**src/rtl/imm_operand_encoder_if.sv**
```systemverilog
// Request/result bundle for imm_operand_encoder.
// The is_mem_cmd field is present only when IMM_ENC_MEM_OFFSET_EN is defined.
interface imm_operand_encoder_if #(
  parameter int WORD_WIDTH            = 32,
  parameter int SHIFTER_OPERAND_WIDTH = 12
);
  logic                             start;
  logic [WORD_WIDTH-1:0]            value;
`ifdef IMM_ENC_MEM_OFFSET_EN
  logic                             is_mem_cmd;
`endif
  logic                             busy;
  logic                             done;
  logic                             found;
  logic [SHIFTER_OPERAND_WIDTH-1:0] shift_operand;

`ifdef IMM_ENC_MEM_OFFSET_EN
  modport master (output start, value, is_mem_cmd,
                  input  busy, done, found, shift_operand);
  modport slave  (input  start, value, is_mem_cmd,
                  output busy, done, found, shift_operand);
`else
  modport master (output start, value,
                  input  busy, done, found, shift_operand);
  modport slave  (input  start, value,
                  output busy, done, found, shift_operand);
`endif
endinterface

```
**src/rtl/imm_operand_encoder.sv**
```systemverilog
// Searches rotations of a 32-bit constant, one per cycle, for an {rotate_imm, imm8} encoding.
// Optional macro IMM_ENC_MEM_OFFSET_EN adds a single-cycle signed 12-bit offset path.
module imm_operand_encoder #(
  parameter int WORD_WIDTH            = 32,
  parameter int SHIFTER_OPERAND_WIDTH = 12
) (
  input  logic                  clk,
  input  logic                  rst,
  imm_operand_encoder_if.slave  bus
);

  typedef enum logic {IDLE, SEARCH} state_t;

  state_t                           r_state;
  logic [3:0]                       r_rot;
  logic [WORD_WIDTH-1:0]            r_value;
  logic                             r_busy;
  logic                             r_done;
  logic                             r_found;
  logic [SHIFTER_OPERAND_WIDTH-1:0] r_shift_operand;

  logic [5:0]                       w_shamt;
  logic [WORD_WIDTH-1:0]            w_rol;
  logic                             w_hit;

  // ROL by 2*rot; the right shift by 32 at rot=0 yields zero, leaving the plain value.
  assign w_shamt = {1'b0, r_rot, 1'b0};
  assign w_rol   = (r_value << w_shamt) | (r_value >> (6'd32 - w_shamt));
  assign w_hit   = (w_rol[WORD_WIDTH-1:8] == '0);

`ifdef IMM_ENC_MEM_OFFSET_EN
  logic w_mem_fits;
  assign w_mem_fits = (&bus.value[WORD_WIDTH-1:11]) | ~(|bus.value[WORD_WIDTH-1:11]);
`endif

  // NOTE: all state in this block uses <= so every register samples pre-edge values.
  always_ff @(posedge clk) begin
    if (rst) begin
      r_state         <= IDLE;
      r_rot           <= '0;
      r_value         <= '0;
      r_busy          <= 1'b0;
      r_done          <= 1'b0;
      r_found         <= 1'b0;
      r_shift_operand <= '0;
    end else begin
      r_done <= 1'b0;
      case (r_state)
        IDLE: begin
          if (bus.start) begin
            r_value         <= bus.value;
            r_rot           <= '0;
            r_found         <= 1'b0;
            r_shift_operand <= '0;
`ifdef IMM_ENC_MEM_OFFSET_EN
            if (bus.is_mem_cmd) begin
              r_done          <= 1'b1;
              r_found         <= w_mem_fits;
              r_shift_operand <= w_mem_fits ? bus.value[11:0] : '0;
            end else begin
              r_state <= SEARCH;
              r_busy  <= 1'b1;
            end
`else
            r_state <= SEARCH;
            r_busy  <= 1'b1;
`endif
          end
        end
        SEARCH: begin
          if (w_hit) begin
            r_shift_operand <= {r_rot, w_rol[7:0]};
            r_found         <= 1'b1;
            r_done          <= 1'b1;
            r_busy          <= 1'b0;
            r_state         <= IDLE;
          end else if (r_rot == 4'd15) begin
            r_shift_operand <= '0;
            r_found         <= 1'b0;
            r_done          <= 1'b1;
            r_busy          <= 1'b0;
            r_state         <= IDLE;
          end else begin
            r_rot <= r_rot + 4'd1;
          end
        end
        default: r_state <= IDLE;
      endcase
    end
  end

  assign bus.busy          = r_busy;
  assign bus.done          = r_done;
  assign bus.found         = r_found;
  assign bus.shift_operand = r_shift_operand;

endmodule

```
**src/flat_wrapper.sv**
```systemverilog
// flat-port wrapper written by rule: the top's interface ports become plain ports
module imm_operand_encoder_flat 
#(
  parameter int WORD_WIDTH            = 32,
  parameter int SHIFTER_OPERAND_WIDTH = 12
)
  (clk, rst, bus_start, bus_value, bus_busy, bus_done, bus_found, bus_shift_operand);
  imm_operand_encoder_if #(.WORD_WIDTH(WORD_WIDTH), .SHIFTER_OPERAND_WIDTH(SHIFTER_OPERAND_WIDTH)) bus_i ();
  input  logic clk;
  input  logic rst;
  input wire logic [$bits(bus_i.start)-1:0] bus_start;
  input wire logic [$bits(bus_i.value)-1:0] bus_value;
  output wire logic [$bits(bus_i.busy)-1:0] bus_busy;
  output wire logic [$bits(bus_i.done)-1:0] bus_done;
  output wire logic [$bits(bus_i.found)-1:0] bus_found;
  output wire logic [$bits(bus_i.shift_operand)-1:0] bus_shift_operand;
  assign bus_i.start = bus_start;
  assign bus_i.value = bus_value;
  assign bus_busy = bus_i.busy;
  assign bus_done = bus_i.done;
  assign bus_found = bus_i.found;
  assign bus_shift_operand = bus_i.shift_operand;
  imm_operand_encoder #(.WORD_WIDTH(WORD_WIDTH), .SHIFTER_OPERAND_WIDTH(SHIFTER_OPERAND_WIDTH)) u_core (.clk(clk), .rst(rst), .bus(bus_i));
endmodule
```
**config.mk**
```make
export PLATFORM = sky130hd
export DESIGN_NAME = imm_operand_encoder_flat
export DESIGN_NICKNAME = d
export VERILOG_FILES = /design/src/rtl/imm_operand_encoder_if.sv /design/src/rtl/imm_operand_encoder.sv /design/src/flat_wrapper.sv
export SDC_FILE = /design/constraint.sdc
export NUM_CORES = 1
export LEC_CHECK = 0
export ABC_AREA = 1
export CAP_MARGIN = 0
export CORE_UTILIZATION = 51
export CTS_BUF_LIST = sky130_fd_sc_hd__clkbuf_4 sky130_fd_sc_hd__clkbuf_8
export DETAILED_ROUTE_END_ITERATION = 8
export GPL_TIMING_DRIVEN = 1
export PLACE_DENSITY = 0.76
export RECOVER_POWER = 50
export SLEW_MARGIN = 15
export SYNTH_ARGS = -nofsm -noshare
export SYNTH_HDL_FRONTEND = slang
export SYNTH_SLANG_ARGS = --single-unit
```
**constraint.sdc**
```tcl
create_clock -name clk -period 3.55 [get_ports clk]
set_clock_uncertainty 0.2 [all_clocks]
set_input_delay 0.71 -clock clk [delete_from_list [all_inputs] [get_ports clk]]
set_output_delay 0.71 -clock clk [all_outputs]
set_load 0.05 [all_outputs]
```
* Word level (Yosys, flattened, before mapping)
Index checks and enable logic that the tools add are counted.
** Word-level totals
- Flip-flop bits (word level) :: 52
- Output and inout bits :: 15
- Word-level logic and storage cells :: 44
** Cells by class
- Add/sub/neg operators :: 2
- Eq/ne operators :: 5
- Shift operators :: 2
- Multiplexer cells :: 21
- Bitwise operators :: 2
- Reduce and logical (&&, ||, !) cells :: 5
** Operators by type and width (count)
- $mux 12 :: 3
- $or 32x32->32 :: 1
- $shl 32x5->32 :: 1
- $shr 32x6->32 :: 1
- $logic_not 24->1 :: 1
- $pmux 12 s2 :: 1
- $mux 4 :: 3
- $mux 1 :: 10
- $pmux 4 s2 :: 1
- $ne 2x2->1 const B :: 3
- $pmux 1 s2 :: 3
- $sub 6x5->6 const A :: 1
- $add 4x1->4 const B :: 1
- $eq 4x4->1 const B :: 1
- $reduce_and 2->1 :: 2
- $ne 3x3->1 const B :: 1
- $reduce_and 3->1 :: 1
- $reduce_or 2->1 :: 1
- $not 1->1 :: 1

* Logic depth before layout (Yosys ltp)
Gate-level depths: netlist of run 1.
- Depth in word-level cells :: 6
- Depth in mapped cells :: 21

* Worst setup path before layout of run 1
OpenSTA, ideal clock, no wires.
- Path kind :: register to register
- Start :: register u_core.r_rot[1]
- End :: register u_core.r_shift_operand[0] (netlist: u_core.bus.shift_operand[0])
- Arrival time :: 2.361 ns
- Required time :: 3.218 ns
- Slack :: 0.857 ns
- Cell stages (with the launch flop) :: 20
- Period minus slack after synthesis :: 2.693 ns
- Cells stage by stage :: dfxtp_1 > buf_2 > inv_2 > buf_2 > ha_1 > clkbuf_1 > o21ai_1 > nand2_1 > nand2_1 > nand2_1 > nand2_1 > o21ai_1 > nand2_1 > inv_2 > nand3_2 > nor2_4 > nand3_4 > buf_6 > nand4_1 > a21oi_1
** Between the ends
- Cells in the longest elaborated chain, start to end :: 6
- Elaborated cells on any way between the ends :: 10
- Classes of those cells :: add/sub: 1; eq/ne: 2; shift: 2; mux: 2; bitwise: 1; reduce/logical: 2
** RTL lines
- from (decl) :: line imm_operand_encoder.sv:15 : logic [3:0] r_rot;
- from (signal assigned) :: line imm_operand_encoder.sv:84 : r_rot <= r_rot + 4'd1;
- $sub 6x5->6 :: line imm_operand_encoder.sv:28 : assign w_rol = (r_value << w_shamt) | (r_value >> (6'd32 - w_shamt));
- $shr 32x6->32 :: line imm_operand_encoder.sv:28
- $or 32x32->32 :: line imm_operand_encoder.sv:28
- $logic_not 24->1 :: line imm_operand_encoder.sv:29 : assign w_hit = (w_rol[WORD_WIDTH-1:8] == '0);
- $mux 12 or $ne 3x3->1 (tied branches)
- $pmux 12 s2 or $reduce_and 2->1 (tied branches)
- to (signal assigned) :: line imm_operand_encoder.sv:72 : r_shift_operand <= {r_rot, w_rol[7:0]};
- to (decl) :: line imm_operand_encoder.sv:20 : logic [SHIFTER_OPERAND_WIDTH-1:0] r_shift_operand;
Parallel ways exist; a longest one is shown, timed or not.
A chain may end at the register's enable or synchronous reset.

* Worst setup path after layout of run 1
- Start :: register u_core.r_rot[0]
- End :: register u_core.r_rot[1]
** Between the ends
- Cells in the longest elaborated chain, start to end :: 6
- Elaborated cells on any way between the ends :: 13
- Classes of those cells :: add/sub: 2; eq/ne: 3; shift: 2; mux: 3; bitwise: 1; reduce/logical: 2
** RTL lines (line)
- $sub 6x5->6 :: imm_operand_encoder.sv:28
- $shr 32x6->32 :: imm_operand_encoder.sv:28
- $or 32x32->32 :: imm_operand_encoder.sv:28
- $logic_not 24->1 :: imm_operand_encoder.sv:29
- $ne 2x2->1 (no line)
- $reduce_and 3->1 (no line)
Parallel ways exist; a longest one is shown, timed or not. The select of a mux whose other input is x is not followed.

==> results of run 1 <==
## through the flow
stage / total power, mW / worst slack [ns] / hold slack (ns) / util
6_report: 1.80 / 0.621 / 0.295 / 0.592
5_1_grt: 1.91 / 0.309 / 0.309 / 0.592
4_1_cts: 1.79 / 0.667 / 0.298 / 0.592
3_5_place_dp: 1.34 / 0.699 / 0.282 / 0.577
3_3_place_gp: 1.33 / 0.730 / 0.278 / 0.577
2_1_floorplan: 1.18 / 0.857 / 0.266 / -
## final cells by class
class,instances,area [sq um],share of cell area
repair buffers,62,601,0.124
flip-flops and latches,52,1040,0.215
clock inverters,1,30.0,0.00620
well taps,105,131,0.0271
clock buffers,7,96.3,0.0199
multi-input cells,599,2850,0.588
inverters,25,96.3,0.0199
## logic make-up after synthesis
group                      after synthesis
DFF                                     52
adders and majority gates                2
and+or+nand+nor                        488
buffers and inverters                   73
xor gates and xnor gates                 3
AOI/OAI and AO/OA                      106
## flip-flops by register name, summed over array words and instances (netlist names)
name / cells
u_core.bus.found: 1
u_core.r_rot: 4
u_core.bus.done: 1
u_core.r_value: 32
u_core.bus.shift_operand: 12
u_core.bus.busy: 1
u_core.r_state: 1
## power by group
part / leakage, nW / internal, mW / switching, mW / total, mW
clock network: 0.0645 / 0.249 / 0.204 / 0.453
logic: 1.74 / 0.237 / 0.462 / 0.700
registers: 0.427 / 0.616 / 0.0281 / 0.644
total: 2.23 / 1.10 / 0.694 / 1.80
## critical path, stage by stage, from the launching register on
cell and delay (ns):
dfxtp_1 0.35, inv_2 0.04, ha_1 0.30, inv_1 0.34, buf_4 0.29, nand3_1 0.12
nand2_1 0.10, nand2_1 0.05, nor2_1 0.10, a21oi_1 0.08, nand2_1 0.13, nand2_1 0.07
nor2_1 0.12, nand3_2 0.15, nand3_1 0.16, nand3_1 0.08, a21oi_1 0.17
## cells in the mapped netlist
cell and number:
buf_1 2, ha_1 2, o311ai_0 6, buf_6 11, o31ai_1 4, o31ai_2 1, clkbuf_1 17, nand2_2 27
xnor2_4 1, o21ai_0 46, o2111ai_1 2, a21oi_1 35, nor2_4 2, nor2_1 105, nand3_1 110, o21ai_1 9
a21oi_2 1, inv_2 6, nor2_2 3, nand3_4 1, inv_4 1, o21ai_2 1, dfxtp_1 52, and2_1 4
o2111a_1 1, nand4_1 28, xor2_1 2, buf_2 15, nand3b_1 2, nand2_1 199, and2_0 1, nor3_1 3
nand3_2 3, inv_1 18, buf_4 3
## per-layer routing
metal / GRT usage / wire length [um]
met3: 0.0455 / 900
met4: 0.114 / 264
met1: 0.427 / 5800
met2: 0.507 / 5920
met5: 0 / 0
## worst min path at each step
stage	cells after the start	end	slack, ns
global route	2	u_core.bus.shift_operand[1]	0.31
finish	2	u_core.bus.shift_operand[3]	0.30
floorplan	2	u_core.r_value[30]	0.27
CTS	2	u_core.bus.shift_operand[3]	0.30
global placement	2	u_core.bus.shift_operand[8]	0.28
detailed placement	2	u_core.bus.shift_operand[6]	0.28
==> qor.csv, run 1 <==
stage;metric;value;unit
route;dr.pass1.iters;7;
yosys;synth_area;0.00428;sq mm
grt;grt_pass1_wl;21.9;mm
finish;nets;782;
placed_design;placed_cells;843;
floorplanning;core-area;0.00818;sq mm
placed_design;gp_congestion;0.965;
yosys;synth_compound_area_frac;0.138;
sta;worst_pin_slew;0.884;ns
yosys;yosysWarnings;0;
hold_path;worstHoldPathType;reg2reg;
route;wl;12.9;mm
clocking;cts_setup_buffers;0;
worst_setup_path;crit_path_max_fanout;17;
route;drt_iter0_markers;412;
finish;final_common_cell;nand2_1;
route;vias;4932;
sta;clock.fmax;0.341;GHz
worst_setup_path;arrival;2.98;ns
floorplanning;die-area;0.00876;sq mm
clocking;ctsRootBufferMaster;clkbuf_8;
grt;grt_pass1_vias;4561;
floorplanning;rows;33;
floorplanning;die_w;93.6;um
yosys;ys_seq_elements;52;
yosys;synth_cells;724;
worst_setup_path;criticalPathCategory;reg2reg;
worst_setup_path;r2r-start;u_core.r_rot[0];
finish;final_cell_mix;nand2_1 (199), nand3_1 (110), nor2_1 (105);
sta;relSlewSlack;0.410;
yosys;synth-seq-area-share;0.243;
floorplanning;die_h;93.6;um
yosys;synth_xor_area_frac;0.0105;
route;viasPerCell;5.80;
grt;overflow;0;
sta;min_period;2.93;ns
finish;area_delta_synth_final;13.2;%
placed_design;io_buffers;49;
placed_design;place_hpwl;9.69;mm
hold_path;hold_start;u_core.bus.shift_operand[3];
clocking;clk_path_buf_depth;2;
worst_setup_path;setup.worst_path.start_class;register;
yosys;syn-num-nets;761;
floorplanning;io_pins;50;
clocking;clkLatencyLatePin;0.31;ns
grt;grt_antenna_before_repair;0;
yosys;synth_mux_area_frac;0;
yosys;synth_top_area_frac;0.243;
yosys;synthTopCellsByArea;dfxtp_1 (24%), nand2_1 (17%), nand3_1 (13%);
power_and_ir_drop;p_per_area;371;mW/mm^2
clocking;cts_resized;0;
worst_setup_path;critPathCaptureType;register;
grt;grt.total_usage;0.315;
clocking;cts-htree-levels;2;
yosys;avgSynthCellArea;5.91;sq um
sta;fin_setup_tns;0;ns
route;drtAntennaViolNets;0;
finish;post_route_cells_drive_above_1_share;0.0912;
clocking;clk_pin_slew_worst_paths;0.10;ns
yosys;synth_top_family_by_area;simple AND/OR/NAND/NOR gates;
yosys;synth_cell_types;35;
worst_setup_path;critPathLaunch;u_core.r_rot[0];
sta;final-setup-viol-count;0;
yosys;synth-simple-area-share;0.511;
power_and_ir_drop;p_leak;2.23;nW
power_and_ir_drop;ir_worst_vdd;0.186;mV
route;drc;2;
yosys;synth_fa_ha_area_frac;0.00585;
worst_setup_path;r2r-end;u_core.r_rot[1];
floorplanning;initial_utilization;0.523;
finish;layout.cells.non_filler;851;
worst_setup_path;cp-endpoint;u_core.r_rot[1];
sta;rsz0062_at_grt;no;
clocking;cts_made_buffers;5;
run_status;failed_checks;design-rule violations;
finish;n_fill_cell;855;
worst_setup_path;reg2reg_depth;16;
grt;grt_max_degree;39;
sta;period_share;0.825;
worst_setup_path;ff2ff_setup_slack;0.62;ns
sta;hold_viol_final;0;
finish;fin_area;0.00484;sq mm
yosys;yosys.area.top_type;dfxtp_1;
flow_run;cap_violations;0;
clocking;cts_hold_buf;0;
sta;slew_violations;0;
worst_setup_path;required;3.60;ns
run_status;outcome;finished, violations left;
placed_design;postPlaceCellArea;0.00472;sq mm
finish;num_antenna_cells;0;
clocking;cts_tree;done;
clocking;clock_sinks;52;
route;wire_per_inst;15.1;um
Note: power is estimated with default switching activity, not from simulation.
==> run 2, diff against run 1 <==
Settings changed: PLACE_DENSITY 0.76 to 0.79.
Clock period 3.55 ns to 2.6 ns, I/O delays scaled along.
==> qor.csv, run 2 (same netlist as run 1, synthesis figures left out) <==
stage;metric;value;unit;change
power_and_ir_drop;p_seq_frac;0.332;;-0.026
finish;largest_reg_flops;32;;unchanged
clocking;clk_path_buf_depth;2;;unchanged
worst_setup_path;setup.worst_path.start_class;register;;
route;wl;14.7;mm;+14%
floorplanning;io_pins;50;;unchanged
clocking;clkLatencyLatePin;0.31;ns;about the same
clocking;clock_sinks;52;;unchanged
sta;relSlewSlack;0.608;;+0.198
route;wire_per_inst;16.4;um;+8.5%
hold_path;worstHoldPathType;reg2reg;;
route;vias;5288;;+7.2%
worst_setup_path;critPathCaptureType;register;;
grt;grt_pass1_wl;23.0;mm;+4.8%
route;dr.pass1.iters;7;;unchanged
power_and_ir_drop;ir_worst_vdd;0.253;mV;+36%
placed_design;gp_congestion;0.981;;+1.7%
clocking;cts_tree;done;;
clocking;cts-htree-levels;2;;unchanged
sta;clock.fmax;0.381;GHz;+12%
sta;hold_ws;0.283;ns;-0.0124 ns
finish;area_delta_synth_final;28.0;%;
grt;grt_pass1_vias;4840;;+6.1%
worst_setup_path;required;2.63;ns;-0.97 ns
sta;hold_viol_final;0;;unchanged
finish;num_antenna_cells;0;;unchanged
floorplanning;die_h;93.6;um;unchanged
clocking;clk_pin_slew_worst_paths;0.10;ns;about the same
clocking;ctsRootBufferMaster;clkbuf_8;;
worst_setup_path;critical-path-max-stage-delay;0.37;ns;+0.02 ns
power_and_ir_drop;switching_share;0.401;;+0.0145
route;viasPerCell;5.90;;+1.8%
sta;worst_pin_slew;0.588;ns;-0.296 ns
floorplanning;core-area;0.00818;sq mm;unchanged
power_and_ir_drop;internal-power;1.59;mW;+44%
worst_setup_path;crit_path_max_fanout;7;;-10
route;drc;0;;-2
worst_setup_path;criticalPathCategory;reg2reg;;
sta;min_period;2.62;ns;-0.307 ns
sta;setup_ws;-0.0216;ns;-0.643 ns
finish;utilization;0.670;;+0.0773
grt;grt_max_degree;36;;-7.7%
power_and_ir_drop;p_switching;1.06;mW;+53%
sta;rsz0062_at_grt;yes;;
sta;final-setup-viol-count;2;;+2
floorplanning;die-area;0.00876;sq mm;unchanged
grt;grt_antenna_before_repair;0;;unchanged
run_status;failed_checks;negative setup slack;;
finish;largest_register;u_core.r_value;;
grt;overflow;0;;unchanged
finish;nets;827;;+5.8%
placed_design;place_hpwl;10.3;mm;+6.2%
power_and_ir_drop;p_leak;2.51;nW;+12%
power_and_ir_drop;p_per_area;485;mW/mm^2;+31%
power_and_ir_drop;p_comb_frac;0.477;;+0.087
floorplanning;rows;33;;unchanged
flow_run;cap_violations;0;;unchanged
floorplanning;die_w;93.6;um;unchanged
route;drtAntennaViolNets;0;;unchanged
worst_setup_path;arrival;2.65;ns;-0.33 ns
route;drt_iter0_markers;524;;+27%
finish;final_common_cell;nand2_1;;
worst_setup_path;cp_top_family;buffers and inverters;;
run_status;outcome;finished, violations left;;
sta;period_share;1.01;;+0.183
clocking;cts_made_buffers;5;;unchanged
finish;final_cell_mix;nand2_1 (167), nand3_1 (101), nor2_1 (100);;
worst_setup_path;cp_slowest_cell;dfxtp_2;;
finish;post_route_cells_drive_above_1_share;0.211;;+0.120
worst_setup_path;crit_chain;inv_4, ha_4, inv_6, buf_12, buf_12, buf_4, nand3_1, nand2_1, nand3_1, nand3_1, a21oi_2, nor2_1, nand3_2, buf_4, nand4_1, a21oi_2;;
worst_setup_path;cp_num_buf_inv;6;;+3
grt;grt.total_usage;0.331;;+0.0159
sta;slew_violations;0;;unchanged
power_and_ir_drop;p_clk_frac;0.191;;-0.061
floorplanning;initial_utilization;0.523;;unchanged
placed_design;io_buffers;49;;unchanged
worst_setup_path;cp_common_cell;nand3_1;;
## run 2: metal layers
layer,track usage,wire (um)
met4,0.105,304
met1,0.451,6540
met2,0.544,6710
met5,0,0
met3,0.0382,1160
## run 2: area by class of cell
type                            instances  area, sq um
Clock buffer                            8         97.6
Sequential cell                        52         1040
Tap cell                              105          131
Timing Repair Buffer                  106         1050
Inverter                               25          104
Multi-Input combinational cell        600         3050
Fill cell                             741         2700
## run 2: per-stage QoR
step	setup WS, ns	TNS, ns	cells	total power, mW	area (sq um)
6_report	-0.0216	-0.0338	896	2.65	5480
5_1_grt	-0.170	-2.37	896	2.83	5480
4_1_cts	0.0169	0	879	2.45	5070
3_5_place_dp	-0.0951	-0.869	868	1.92	4920
3_3_place_gp	-0.0529	-0.122	868	1.91	4920
2_1_floorplan	0.0152	0	724	1.62	4290
## run 2: final timing paths
| check | startpoint | end | slack, ns | depth (start not counted) |
|---|---|---|---|---|
| worst max register to register | u_core.r_rot[0] | u_core.r_rot[3] | -0.02 | 16 |
| worst min-delay path | u_core.bus.shift_operand[1] | u_core.bus.shift_operand[1] | 0.28 | 2 |
| worst min register to register | u_core.bus.shift_operand[1] | u_core.bus.shift_operand[1] | 0.28 | 2 |
| worst max-delay path | u_core.r_rot[0] | u_core.r_rot[3] | -0.02 | 16 |
## run 2: power groups by stage
stage          registers [mW]  logic (mW)  clock network (mW)
5_1_grt                 0.888        1.39               0.557
3_5_place_dp            0.897        1.02                   0
4_1_cts                 0.879        1.04               0.527
6_report                0.882        1.27               0.507
3_3_place_gp            0.896        1.01                   0
2_1_floorplan           0.891       0.731                   0
## run 2: repair_timing
action                                  in CTS  in global routing
pin swaps                                    3                 42
gates resized for setup                      5                 72
hold buffers                                 0                  0
setup buffers                                2                 12
gates cloned                                 1                  5
endpoints found under the setup margin      19                 20
## run 2: worst register-to-register path, stage by stage, from the launching register on
cell and delay [ns]:
dfxtp_2 0.37, inv_4 0.05, ha_4 0.32, inv_6 0.06, buf_12 0.13, buf_12 0.14, buf_4 0.14, nand3_1 0.07
nand2_1 0.07, nand3_1 0.10, nand3_1 0.11, a21oi_2 0.22, nor2_1 0.08, nand3_2 0.08, buf_4 0.12, nand4_1 0.09
a21oi_2 0.21
